==> src/rtl/fetch_stage.sv <==
// rtl/fetch_stage.sv - OTTER IF stage: PC, IF/ID register, stall skid hold, redirect; optional MISALIGN_TRAP_EN
module fetch_stage #(
  parameter logic [31:0] RESET_PC  = 32'h0000_0000,
  parameter logic [31:0] NOP_INSTR = 32'h0000_0013
) (
  input  logic        CLK,
  input  logic        RST_N,
  input  logic        STALL,
  input  logic        REDIRECT,
  input  logic [31:0] REDIRECT_PC,
  output logic [31:0] MEM_ADDR_1,
  output logic        MEM_READ_1,
  input  logic [31:0] D_OUT_1,
  output logic [31:0] IF_PC,
  output logic [31:0] IF_PC4,
  output logic [31:0] IF_IR,
  output logic        IF_VALID,
  output logic        IF_MISALIGN
);

  logic [31:0] pc;
  logic [31:0] if_pc;
  logic        if_valid;
  logic        hold_vld;
  logic [31:0] hold_ir;
  logic [31:0] redirect_target;

  // Instructions are word aligned; low target bits never reach the PC.
  assign redirect_target = REDIRECT_PC & 32'hFFFF_FFFC;

  // PC, IF/ID register and the skid word that survives a stall.
  always_ff @(posedge CLK or negedge RST_N) begin
    if (!RST_N) begin
      pc       <= RESET_PC;
      if_pc    <= 32'h0000_0000;
      if_valid <= 1'b0;
      hold_vld <= 1'b0;
      hold_ir  <= 32'h0000_0000;
    end else if (REDIRECT) begin
      // The word fetched from the old PC returns next cycle and is killed.
      pc       <= redirect_target;
      if_pc    <= pc;
      if_valid <= 1'b0;
      hold_vld <= 1'b0;
    end else if (STALL) begin
      // Memory is unbuffered: capture the word on the first stall edge only.
      if (!hold_vld) begin
        hold_ir  <= D_OUT_1;
        hold_vld <= 1'b1;
      end
    end else begin
      if_pc    <= pc;
      pc       <= pc + 32'd4;
      if_valid <= 1'b1;
      hold_vld <= 1'b0;
    end
  end

`ifdef MISALIGN_TRAP_EN
  logic misalign;

  // Flag a misaligned redirect target alongside the bubble/first target instruction.
  always_ff @(posedge CLK or negedge RST_N) begin
    if (!RST_N) begin
      misalign <= 1'b0;
    end else if (REDIRECT) begin
      misalign <= (REDIRECT_PC[1:0] != 2'b00);
    end else if (!STALL) begin
      misalign <= 1'b0;
    end
  end

  assign IF_MISALIGN = misalign;
`else
  assign IF_MISALIGN = 1'b0;
`endif

  assign MEM_ADDR_1 = pc;
  assign MEM_READ_1 = RST_N;
  assign IF_PC      = if_pc;
  assign IF_PC4     = if_pc + 32'd4;
  assign IF_VALID   = if_valid;

  // Held word takes precedence over the live memory output while a stall is in effect.
  always_comb begin
    IF_IR = D_OUT_1;
    if (!if_valid) begin
      IF_IR = NOP_INSTR;
    end else if (hold_vld) begin
      IF_IR = hold_ir;
    end
  end

endmodule

==> config.mk <==
export PLATFORM = sky130hd
export DESIGN_NAME = fetch_stage
export DESIGN_NICKNAME = d
export VERILOG_FILES = /design/src/rtl/fetch_stage.sv
export SDC_FILE = /design/constraint.sdc
export NUM_CORES = 1
export LEC_CHECK = 0
export ABC_AREA = 0
export BUFFER_PORTS_ARGS = -buffer_cell sky130_fd_sc_hd__buf_2
export CORE_MARGIN = 10
export CORE_UTILIZATION = 30
export DETAILED_ROUTE_END_ITERATION = 16
export GPL_ROUTABILITY_DRIVEN = 0
export GPL_TIMING_DRIVEN = 0
export PLACE_DENSITY_LB_ADDON = 0.05
export SLEW_MARGIN = 20
export SYNTH_ARGS = -nofsm -noshare
export SYNTH_HDL_FRONTEND = slang
export SYNTH_SLANG_ARGS = --single-unit
==> constraint.sdc <==
create_clock -name CLK -period 5.1 [get_ports CLK]
set_input_delay 0.51 -clock CLK [delete_from_list [all_inputs] [get_ports CLK]]
set_output_delay 0.51 -clock CLK [all_outputs]
set_load 0.01 [all_outputs]
### Yosys cells after proc, flatten, opt, wreduce, memory -nomap -nowiden

Index checks and enable logic that the tools add are counted.

| operators by class | value |
|---|---|
| shift operators | 0 |
| add/subtract/negate cells | 2 |
| $lt $le $gt $ge | 0 |
| equality and inequality tests | 1 |
| reductions and logical operators | 1 |
| muxes and demuxes | 10 |
| multipliers | 0 |
| divide/modulo/power cells | 0 |
| bitwise gates (word level) | 1 |

Operators with widths:

| cell | number |
|---|---|
| $mux 32 | 6 |
| $add 32x3->32 const B | 2 |
| $mux 1 | 4 |
| $ne 2x1->1 const B | 1 |
| $reduce_and 2->1 | 1 |
| $not 1->1 | 1 |

| storage, ports and cells | value |
|---|---|
| memory bits (read-only) | 0 |
| output and inout port bits | 131 |
| latch bits | 0 |
| RAM bits | 0 |
| bits in registers | 98 |
| logic and storage cells | 20 |
| bits of input ports | 68 |
| memories | 0 |

### Longest topological paths before layout

| logic depth | value |
|---|---|
| depth in word-level cells | 3 |
| mapped depth | 6 |
| depth with buffers taken out | 5 |

### Worst setup path after synthesis

OpenSTA, ideal clock, no wires.

| timing path | value |
|---|---|
| kind | register to output |
| from | register if_pc[18] (netlist: IF_PC[18]) |
| to | output IF_PC4[27] |
| slack | 2.850 ns |
| required time | 4.590 ns |
| data arrival time | 1.740 ns |
| cell stages (with the launch flop) | 6 |
| cell sequence | dfrtp_1 > clkbuf_1 > nand3_1 > nor4_1 > nand4_1 > xnor2_1 |

| between the ends | value |
|---|---|
| longest elaborated chain between the ends | 1 |

Ends and longest elaborated chain:

| what | line | source |
|---|---|---|
| start, declared | 22 | `logic [31:0] if_pc;` |
| start signal, assigned | 42 | `if_pc <= pc;` |
| start signal, assigned | 52 | `if_pc <= pc;` |
| $add 32x3->32 | 81 | `assign IF_PC4 = if_pc + 32'd4;` |
| end, declared | 15 | `output logic [31:0] IF_PC4,` |

Every way passes these cells.

### Worst setup path after layout

| timing path | value |
|---|---|
| from | register if_pc[3] (netlist: IF_PC[3]) |
| to | output IF_PC4[26] |

The elaborated chain is that of the path after synthesis.

==> flow_metrics.tcl <==
set metrics [dict create \
    synth_top_area_share_pct 45.04 \
    pin_count 199 \
    synth_most_common_cell "dfrtp_1" \
    clkLatencyLatePin_ns 0.35 \
    multi_input_area_um2 2690 \
    final-seq-area_um2 2352 \
    die_w_um 151.9 \
    cts-root-buf "clkbuf_16" \
    path_cells "ha_1, and4_1, nor3b_2, nand3_1, xnor2_1, buf_2" \
    die_area_um2 23090 \
    clkSinkCount 94 \
    ys_seq_area_share_pct 45.04 \
    grt_use_total_pct 14.88 \
    yosys-top-cells-area "dfrtp_1, mux2_2, mux2i_1, xnor2_1, nor2_1" \
    drive_gt1_share_pct 39.69 \
    grt_start_max_net_pins 50 \
    synth_common_cells "dfrtp_1, mux2_2, nor2_1" \
    num_vias 4622 \
    finalNonFillerCells 943 \
    setup_viol 0 \
    synth_edf_count 0 \
    max_cap_viol_count 0 \
    period_needed_ns 3.315 \
    fin_skew_ns 0.006628 \
    cts_buffers 9 \
    crit_required_ns 4.59 \
    clockPowerShare_pct 31.1 \
    path_delay_family "simple AND/OR/NAND/NOR gates" \
    syn2layout_area_growth_pct 30.23 \
    globalRouteOverflowTotal 0 \
    final-max-slew-violation-count 0 \
    cp-start-kind "flip-flop" \
    crit_path_max_fanout 10 \
    switching_share_pct 31.16 \
    fin_setup_tns_ns 0 \
    p_per_area_nw_per_um2 304.0 \
    placedCellCount 929 \
    relSlewSlack_pct 26.44 \
    cts.path.max_buffers 2 \
    rsz0062_at_grt "false" \
    fillers 1788 \
    start_util_pct 30.41 \
    port_buffers 188 \
    hold_buffers 0 \
    post_cts.repair.setup_buffers 0 \
    power.share.sequential_pct 46.2 \
    synth_cell_types 49 \
    hold_viol 0 \
    grt_pass1_vias 4751 \
    ys_warn_count 0 \
    yosys_register_bits 94 \
    power.leakage_uw 0.003047 \
    dpl-instance-area_um2 6528 \
    hold_path.class "in2async" \
    synth_flop_cell "dfrtp_1" \
    ant_nets 0 \
    timing.final.crit_share_pct 65.00 \
    fin_nets 785 \
    first_pass_iters 4 \
    synth_area_um2 5223 \
    worst_pin_slew_ns 1.099 \
    fmax_mhz 301.7 \
    antenna_found_initial 0 \
    drt_iter0_markers 151 \
    wirelength_um 17430 \
    die_height_um 151.9 \
    slowest_stage "nor3b_2" \
    async_reset_ff_share_pct 100.0 \
    crit_type "reg2out" \
    ir_drop_mv 0.1405 \
    via_per_inst 4.901 \
    diodes 0 \
    syn_avg_cell_area_um2 10.28 \
    power_frac_comb_pct 22.7 \
    path_buf_inv 1 \
    rows 48 \
    cts_resized 0 \
    htree_levels 3 \
    synth_cells 508 \
    drc 0 \
    slowest_delay_ns 0.90 \
    wire_per_inst_um 18.49 \
    fin_area_um2 6802 \
    p_int_uw 1423 \
    power.switching_uw 644.3 \
    coreArea_um2 17180 \
    endpoint_kind "output pin" \
    status "complete, no violations" \
    hpwl_um 13630 \
    grt_pass1_wl_um 27790 \
    cts_tree "done" \
    worst_ep_arrival_time_ns 2.80 \
    yosys.area.top_type "dfrtp_1" \
    clkTransAtPathRegs_ns 0.07 \
]
flip-flops by register name (all words and copies together), names as in the netlist:
name and cells:
MEM_ADDR_1 30, IF_VALID 1, hold_vld 1, IF_PC 30, hold_ir 32
layer usage:
metal / track usage (%) / vias up / part of all wire, %
met5: 0 / - / 0
met4: 4.631 / 0 / 1.5
met3: 3.472 / 19 / 5.3
met2: 23.84 / 149 / 47
met1: 19.40 / 2243 / 46
li1: - / 2211 / -
per-stage QoR:
step	hold WS [ns]	setup WS, ns	util (%)	total power [uW]
4_1_cts	0.1091	1.709	39.60	2108
6_report	0.1052	1.785	39.60	2068
3_5_place_dp	0.4860	2.123	38.00	1451
2_1_floorplan	0.2144	2.850	-	1213
3_3_place_gp	0.4887	1.871	37.65	1435
5_1_grt	0.1272	1.566	39.60	2192
area by class of cell:
| type | count | share of cell area (%) |
|---|---|---|
| clock buffers | 11 | 3.716 |
| inverters | 11 | 0.6071 |
| well taps | 225 | 4.139 |
| multi-input cells | 375 | 39.55 |
| plain buffers | 34 | 2.594 |
| flip-flops and latches | 94 | 34.58 |
| repair buffers | 190 | 14.50 |
| clock inverters | 3 | 0.3127 |
worst register-to-register path: cells and delay by family (launching register included):
kind,cells,cell delay (ns)
AND/OR/NAND/NOR,3,1.09
flip-flops,1,0.46
adder cells (fa/ha/maj),1,0.22
AO/OA/AOI/OAI,1,0.19
buffers and inverters,1,0.15
kinds of logic after synthesis:
family	Yosys count	synth area share (%)
AND/OR/NAND/NOR	186	19.00
multiplexers	90	18.62
buffers and inverters	45	4.168
other	1	0.07180
AO/OA/AOI/OAI	48	5.582
XOR/XNOR	42	7.044
flip-flops	94	45.04
adder cells (fa/ha/maj)	2	0.4791
power groups by stage:
stage | Sequential (uW) | Combinational (uW) | Clock [uW]
after floorplan | 966 | 248 | 0
after global placement | 964 | 471 | 0
after detailed placement | 970 | 481 | 0
after CTS | 955 | 483 | 670
after global routing | 974 | 523 | 696
final | 955 | 469 | 644
worst paths after layout:
path / startpoint / endpoint / slack [ns] / cells past startpoint
max in group asynchronous: RST_N / MEM_ADDR_1[23] / 4.36 / 2
max: IF_PC[3] / IF_PC4[26] / 1.79 / 6
min: RST_N / hold_ir[15] / 0.11 / 1
max reg2reg: MEM_ADDR_1[2] / MEM_ADDR_1[22] / 2.90 / 6
min reg2reg: hold_ir[26] / hold_ir[26] / 0.51 / 1
min in group CLK: REDIRECT_PC[13] / MEM_ADDR_1[13] / 0.37 / 3
placed cells by master (no fill, tap or decap), types with 12 or more instances in the layout:
cell type    n
mux2_2      57
nand4_1     15
o21ai_0     22
xnor2_1     34
mux2i_1     33
nand2_1     45
nand3_1     24
nor2_1      48
buf_2      190
clkbuf_1    18
dfrtp_1     94
or4_1       12
No activity file was read; power rests on OpenSTA's default activity.
